<file path="src/rtl/residue_pkg.sv">
// Shared types and helpers for the mod-3 residue accumulator.
package residue_pkg;

  typedef logic [1:0] res3_t;

  localparam int RES_MOD = 3;
  localparam int DIV_LAT = 2;

  typedef struct packed {
    logic vld;
    logic last;
  } sb_t;

  typedef enum logic {IDLE, ACCUM} state_t;

  // General for any two 2-bit inputs, so a stray 3 folds to 0.
  function automatic res3_t add_mod3(res3_t a, res3_t b);
    logic [2:0] s;
    s = {1'b0, a} + {1'b0, b};
    if (s >= 3'(2 * RES_MOD))  s = s - 3'(2 * RES_MOD);
    else if (s >= 3'(RES_MOD)) s = s - 3'(RES_MOD);
    return s[1:0];
  endfunction

endpackage

</file>
<file path="src/rtl/residue_acc_mod3_sb_delay.sv">
// Sideband shift register: delays {valid, last} by DEPTH cycles, async clear.
import residue_pkg::*;

module sb_delay #(
  parameter int DEPTH = DIV_LAT
) (
  input  logic clk,
  input  logic rst_n,
  input  sb_t  d,
  output sb_t  q
);

  sb_t [DEPTH-1:0] pipe;

  always_ff @(posedge clk or negedge rst_n) begin
    if (!rst_n) begin
      pipe <= '0;
    end else begin
      pipe[0] <= d;
      for (int i = 1; i < DEPTH; i++) pipe[i] <= pipe[i-1];
    end
  end

  assign q = pipe[DEPTH-1];

endmodule

</file>
<file path="src/rtl/residue_acc_mod3.sv">
// Folds per-word mod-3 remainders into a per-message residue with a 1-deep output.
// Optional illegal-remainder check: define RESIDUE_ACC_ERRCHK_EN.
import residue_pkg::*;

module residue_acc_mod3 #(
  parameter int SB_LAT = DIV_LAT,
  parameter int CNT_W  = 16
) (
  input  logic             clk,
  input  logic             rst_n,
  input  logic             in_valid,
  input  logic             in_last,
  input  logic [1:0]       in_r,
  output logic             out_valid,
  input  logic             out_ready,
  output logic [1:0]       out_r,
  output logic             out_div3,
  output logic [CNT_W-1:0] out_words,
  output logic             busy,
  output logic             ovf
`ifdef RESIDUE_ACC_ERRCHK_EN
  , output logic           err_illegal
`endif
);

  sb_t sb_in, sb_a;
  assign sb_in = '{vld: in_valid, last: in_last};

  sb_delay #(.DEPTH(SB_LAT)) u_sb (
    .clk  (clk),
    .rst_n(rst_n),
    .d    (sb_in),
    .q    (sb_a)
  );

  state_t           state, state_n;
  res3_t            acc, acc_n, sum;
  logic [CNT_W-1:0] cnt, cnt_n, cnt_inc;
  logic             load;

  always_comb begin
    sum     = add_mod3((state == IDLE) ? res3_t'(0) : acc, in_r);
    cnt_inc = (state == IDLE) ? CNT_W'(1) : ((&cnt) ? cnt : cnt + CNT_W'(1));
    state_n = state;
    acc_n   = acc;
    cnt_n   = cnt;
    load    = 1'b0;
    if (sb_a.vld) begin
      if (sb_a.last) begin
        load    = 1'b1;
        state_n = IDLE;
        acc_n   = '0;
        cnt_n   = '0;
      end else begin
        state_n = ACCUM;
        acc_n   = sum;
        cnt_n   = cnt_inc;
      end
    end
  end

  always_ff @(posedge clk or negedge rst_n) begin
    if (!rst_n) begin
      state <= IDLE;
      acc   <= '0;
      cnt   <= '0;
      busy  <= 1'b0;
    end else begin
      state <= state_n;
      acc   <= acc_n;
      cnt   <= cnt_n;
      busy  <= (state_n == ACCUM);
    end
  end

  // A load always wins over a clearing transfer in the same cycle.
  always_ff @(posedge clk or negedge rst_n) begin
    if (!rst_n) begin
      out_valid <= 1'b0;
      out_r     <= '0;
      out_words <= '0;
      ovf       <= 1'b0;
    end else begin
      if (load) begin
        out_valid <= 1'b1;
        out_r     <= sum;
        out_words <= cnt_inc;
        if (out_valid && !out_ready) ovf <= 1'b1;
      end else if (out_ready) begin
        out_valid <= 1'b0;
      end
    end
  end

  assign out_div3 = (out_r == 2'd0);

`ifdef RESIDUE_ACC_ERRCHK_EN
  always_ff @(posedge clk or negedge rst_n) begin
    if (!rst_n)                         err_illegal <= 1'b0;
    else if (sb_a.vld && in_r == 2'd3)  err_illegal <= 1'b1;
  end
`endif

endmodule

</file>
<file path="config.mk">
export PLATFORM = sky130hd
export DESIGN_NAME = residue_acc_mod3
export DESIGN_NICKNAME = d
export VERILOG_FILES = /design/src/rtl/residue_pkg.sv /design/src/rtl/residue_acc_mod3_sb_delay.sv /design/src/rtl/residue_acc_mod3.sv
export SDC_FILE = /design/constraint.sdc
export NUM_CORES = 1
export LEC_CHECK = 0
export ABC_AREA = 1
export BUFFER_PORTS_ARGS = -buffer_cell sky130_fd_sc_hd__buf_2
export CAP_MARGIN = 20
export CORE_ASPECT_RATIO = 1.4
export CORE_UTILIZATION = 60
export CTS_CLUSTER_SIZE = 30
export DETAILED_ROUTE_END_ITERATION = 10
export PLACE_DENSITY = 0.82
export RECOVER_POWER = 25
export SYNTH_ARGS = -nofsm -noshare
export SYNTH_HDL_FRONTEND = slang
export SYNTH_SLANG_ARGS = --single-unit
export TNS_END_PERCENT = 20
</file>
<file path="constraint.sdc">
create_clock -name clk -period 6.4 [get_ports clk]
set_input_delay 0 -clock clk [delete_from_list [all_inputs] [get_ports clk]]
set_output_delay 0 -clock clk [all_outputs]
set_load 0.05 [all_outputs]
</file>
# ---- Word-level counts from Yosys, hierarchy flattened
# Cells that the tools add are included.
# W data, S select, Z words.
dict set report totals {
  reg_bits 43
  latchBits 0
  ram_bits 0
  rom_bits 0
  input_bits 7
  output_inout_bits 22
  elab_cells 35
  n_memories 0
}
dict set report classes {
  addsub 4
  n_mul 0
  n_div 0
  magnitude_cmp 2
  n_eq_ne 0
  shift 0
  n_mux 12
  n_bitwise 0
  reduce_logical 6
}
# cell n
set ops {}
lappend ops {{$mux W16} 3}
lappend ops {{$add A16 B1 Y16 const B} 1}
lappend ops {{$reduce_and A16 Y1} 1}
lappend ops {{$mux W2} 4}
lappend ops {{$mux W1} 5}
lappend ops {{$sub A2 B2 Y2 const B} 2}
lappend ops {{$add A2 B2 Y3} 1}
lappend ops {{$ge A3 B2 Y1 const B} 1}
lappend ops {{$ge A3 B3 Y1 const B} 1}
lappend ops {{$logic_not A2 Y1} 1}
lappend ops {{$reduce_and A2 Y1} 1}
lappend ops {{$reduce_bool A2 Y1} 1}
lappend ops {{$logic_and A1 B1 Y1} 1}
lappend ops {{$logic_not A1 Y1} 1}

# ---- Logic depth before layout (Yosys ltp)
dict set report depth {
  word_depth 6
  mapped_depth 15
  depth_no_buf 13
}

# ---- Hierarchy
# From an unflattened synthesis, not the netlist that was laid out.
dict set report hier_totals {
  cells_unflattened 303
  area_unflattened_um2 2309.7
}
# module n_inst cells_each area_per_inst_um2 seq_area_each_um2
set modules_own_cells {}
lappend modules_own_cells {residue_acc_mod3 1 297 2194.6 975.9}
lappend modules_own_cells {sb_delay 1 6 115.1 100.1}

# ---- Worst setup path after synthesis
# No wires, ideal clock.
dict set report synth_path {
  path_kind {reg-to-reg}
  from {register state}
  to {register out_r[0]}
  setup_ns 0.118
  t_arrival_ns 2.578
  required_ns 6.282
  path_slack_ns 3.705
  path_stages_with_launch 15
  path_buffers 2
  synth_period_minus_slack_ns 2.695
  cell_sequence {dfrtp_1 clkbuf_1 buf_2 nand2_1 inv_1 ha_1 inv_1 fa_1 inv_1 ha_1 o21bai_1 nand2_1 xor2_1 nand2_1 nand2_1}
}
dict set report synth_via {
  elab_chain_cells 5
  elab_cells_between_ends 8
  classes_between {add/sub: 3; order compare: 2; mux: 3}
}
# element line_no
set synth_lines {}
lappend synth_lines {{start, declared} residue_acc_mod3.sv:36} ;# state_t state, state_n;
lappend synth_lines {{start signal, assigned} residue_acc_mod3.sv:69} ;# state <= state_n;
lappend synth_lines {{$mux W2 (*)} residue_acc_mod3.sv:42} ;# sum = add_mod3((state == IDLE) ? res3_t'(0) : acc, in_r);
lappend synth_lines {{$add A2 B2 Y3 (*)} residue_pkg.sv:19} ;# s = {1'b0, a} + {1'b0, b};
lappend synth_lines {{$ge A3 B2 Y1 / $sub A2 B2 Y2 (equally long branches)} residue_pkg.sv:21} ;# else if (s >= 3'(RES_MOD)) s = s - 3'(RES_MOD);
lappend synth_lines {{$mux W2} residue_pkg.sv:21}
lappend synth_lines {{$mux W2 (*)} residue_pkg.sv:20} ;# if (s >= 3'(2 * RES_MOD)) s = s - 3'(2 * RES_MOD);
lappend synth_lines {{end signal, assigned} residue_acc_mod3.sv:86} ;# out_r <= sum;
lappend synth_lines {{end, declared} residue_acc_mod3.sv:16} ;# output logic [1:0] out_r,
# Every way passes the cells marked *; elsewhere a longest branch is shown, timed or not.
# A chain may end at the register's enable or synchronous reset.

# ---- Worst setup path in the final report
dict set report layout_path {
  from {register state}
  to {register acc[1]}
}
dict set report layout_via {
  elab_chain_cells 6
  elab_cells_between_ends 9
  classes_between {add/sub: 3; order compare: 2; mux: 4}
}
# element line_no
set layout_lines {}
lappend layout_lines {{$mux W2 (*)} residue_acc_mod3.sv:42}
lappend layout_lines {{$add A2 B2 Y3 (*)} residue_pkg.sv:19}
lappend layout_lines {{$ge A3 B2 Y1 / $sub A2 B2 Y2 (equally long branches)} residue_pkg.sv:21}
lappend layout_lines {{$mux W2} residue_pkg.sv:21}
lappend layout_lines {{$mux W2 (*)} residue_pkg.sv:20}
lappend layout_lines {{$mux W2 (*)} residue_acc_mod3.sv:49} ;# if (sb_a.last) begin
lappend layout_lines {{end signal, assigned} residue_acc_mod3.sv:70} ;# acc <= acc_n;
lappend layout_lines {{end, declared} residue_acc_mod3.sv:37} ;# res3_t acc, acc_n, sum;
# Marked as above.

==> summary.txt <==
Timing
  – Period utilization: 0.469
  – Final Hold Viols: 0
  – Final hold slack: 0.324 ns
  – Worst setup margin: 3.40 ns
  – Final setup viols: 0
  – Final Max Tran Viols: 0
  – Minimum clock period: 3.00 ns
  – Slew headroom: 0.296
  – Unrepaired setup endpoints after global routing: false
  – Setup TNS: 0 ns
  – Fmax achieved: 0.333 GHz
  – Clk_skew: 0.00639 ns
  – Slew @ Worst Pin: 1.06 ns

Worst setup path
  – Crit-path slowest cell: dfrtp_1
  – Crit path depth: 12
  – Startpoint Class: flip-flop
  – Worst-path maximum fanout: 35
  – Worst Setup End Kind: flip-flop
  – CP dominant cell by count: nand2_1
  – Delay-heaviest family, CP: flip-flops
  – Critical Path AT: 3.23 ns
  – Cells along the critical path: nand2_1 -> inv_1 -> ha_1 -> inv_1 -> fa_1 -> inv_1 -> ha_1 -> o21bai_1 -> nand2_1 -> o22ai_1 -> nand2_1 -> nand2_1
  – R2R Setup Slk: 3.40 ns
  – Setup CP Type: flip-flop to flip-flop
  – Crit Reg-Reg Endpoint: acc[1]
  – Worst EP required: 6.63 ns
  – Buf+Inv Stages, Crit Path: 3
  – Worst r2r path cells: 12
  – Critical R2R Launch: state
  – Crit-path max cell delay: 1.04 ns

Clock tree
  – Post-cts sizing count: 0
  – H-tree depth: 2
  – Bufs on Longest Clock Path: 2
  – Skew-Pair Late Insertion Delay: 0.29 ns
  – Root Driver: clkbuf_8
  – Num CTS Buffers: 5
  – Clk sinks: 43
  – Clk pin slew, worst setup/hold paths: 0.08 ns
  – CTS tree: built

Yosys
  – Synth Instances: 300
  – Seq/Total Area, Yosys: 0.467
  – Yosys warning count: 0
  – Synthesized area: 2300 um^2
  – Avg Cell Area, Syn: 7.67 um^2
  – Register bit total from synthesis: 43
  – Post-Syn Nets: 312
  – Synth unique cells: 24

Routing
  – Routed vias: 2024
  – First-pass DRT Iterations: 4
  – DR WL/cell: 13.4 um
  – DR iter-0 viols: 83
  – Post-route ant nets: 0
  – Via density: 5.43
  – DRC viols: 0
  – Total Wirelength: 4980 um

GRT
  – Vias in the first global route: 1827
  – Overflow after GRT: 0
  – Initial antenna violation count: 0
  – Total track usage: 0.277
  – Global-route wire length before repair: 8110 um
  – Largest net degree at the start of global routing: 44

Finish
  – Syn-to-layout area delta: 10.6%
  – Fill cells: 316
  – Post-route insts no fill: 373
  – Reg area: 1080 um^2
  – Multi-input gate area: 1050 um^2
  – # nets final: 342
  – Ant. Diodes: 0
  – Final core utilization: 0.699
  – Proportion of layout cells with a drive suffix above 1: 0.0876

Floorplanning
  – DIE WIDTH: 54.4 um
  – Core area: 3640 um^2
  – Die height: 75.3 um
  – Die footprint: 4090 um^2
  – Starting Density: 0.632
  – # IOs: 29
  – Num rows: 26

Run status
  – Run status: completed

Pwr
  – Leakage: 0.00132 uW
  – Max IR drop VDD: 0.250 mV
  – PD cells: 251 nW/um^2

Worst hold path
  – HP Start: in_r[0]
  – WHS Endpoint: out_r[0]
  – Hold path depth: 6
  – Hold Crit Class: input port to flip-flop

Placement
  – Gp weighted congestion: 0.881
  – IO buf count: 28
  – DP Cell Count: 361
  – HPWL after detailed placement: 3510 um
  – DP Worst Slack: 3.45 ns

Job
  – Max Cap Viol: 0
cells in the final DEF (no fill, tap or decap), types with 2 or more instances in the layout:
master	instances
nand2_1	107
dfrtp_1	43
nand3_1	39
inv_1	31
clkbuf_1	23
nor2_1	22
o21ai_0	10
nand4_1	9
buf_2	7
clkbuf_8	5
nor2_4	4
nand3_2	4
xor2_1	4
ha_1	4
dlygate4sd3_1	4
nand2_2	2
o21ai_2	2
o21bai_1	2
what timing repair did:
action                                 in CTS  in global routing
hold buffers                                4                  0
endpoints found under the hold margin      47                  0
buffers inserted                            0                  0
worst register-to-register path: stages, from the launching register on:
cell,delay (ns)
dfrtp_1,1.04
nand2_1,0.11
inv_1,0.09
ha_1,0.14
inv_1,0.05
fa_1,0.51
inv_1,0.10
ha_1,0.19
o21bai_1,0.24
nand2_1,0.09
o22ai_1,0.21
nand2_1,0.08
nand2_1,0.09
where the power goes:
part	internal, uW	switching (uW)
clock network	76.3	92.8
registers	290	19.0
logic	42.6	118
metal layers:
metal | vias up | track usage | wire length, um
met2 | 40 | 0.466 | 2640
met3 | 8 | 0.0539 | 170
met1 | 966 | 0.352 | 2100
met5 | - | 0 | 0
li1 | 1010 | - | -
met4 | 0 | 0.0912 | 71
per-stage QoR:
stage               power [uW]  instance area (um^2)
finish                     639                  2550
global route               679                  2550
CTS                        650                  2580
detailed placement         479                  2450
global placement           470                  2450
floorplan                  438                  2300
worst max-delay path by stage:
stage	to	slack (ns)	from
after floorplan	out_r[0]	3.70	state
after global placement	out_r[0]	3.65	state
after detailed placement	acc[1]	3.45	state
after CTS	acc[1]	3.42	state
after global routing	acc[1]	3.06	state
final	acc[1]	3.40	state
final cells by class:
cell class / count / share of cell area
clock inverters: 2 / 0.00491
multi-input cells: 214 / 0.413
repair buffers: 33 / 0.0619
clock buffers: 6 / 0.0285
flip-flops and latches: 43 / 0.423
well taps: 42 / 0.0206
inverters: 33 / 0.0486
cells by family after synthesis:
| family | count (synthesis) | synth area share |
|---|---|---|
| compound gates | 16 | 0.0413 |
| fa+ha+maj | 5 | 0.0304 |
| buf+inv | 43 | 0.0761 |
| simple gates | 189 | 0.370 |
| flops | 43 | 0.467 |
| xor+xnor | 4 | 0.0152 |
flip-flops by register name (all words and copies together), names as in the netlist:
name       count
state          1
u_sb.pipe      2
cnt           16
acc            2
out_valid      1
ovf            1
out_r          2
u_sb.q         2
out_words     16
synth_stat cells:
library cell    n  area, um^2
ha_1            4        50.1
nand3_1        39         195
fa_1            1        20.0
inv_1          31         116
nor2_4          4        45.0
xor2_1          4        35.0
o22ai_1         1        6.26
nand2_4         1        11.3
a31oi_1         1        6.26
buf_6           1        11.3
dfrtp_1        43        1080
nand2_2         2        12.5
o21ai_2         2        17.5
clkinv_1        1        3.75
nand2_1       107         402
nor2_1         22        82.6
nand3_2         4        40.0
o21ai_0        10        50.1
nor2_2          1        6.26
inv_2           1        3.75
buf_2           5        25.0
nand4_1         9        56.3
clkbuf_1        4        15.0
o21bai_1        2        15.0
(Power assumes the default switching activity.)
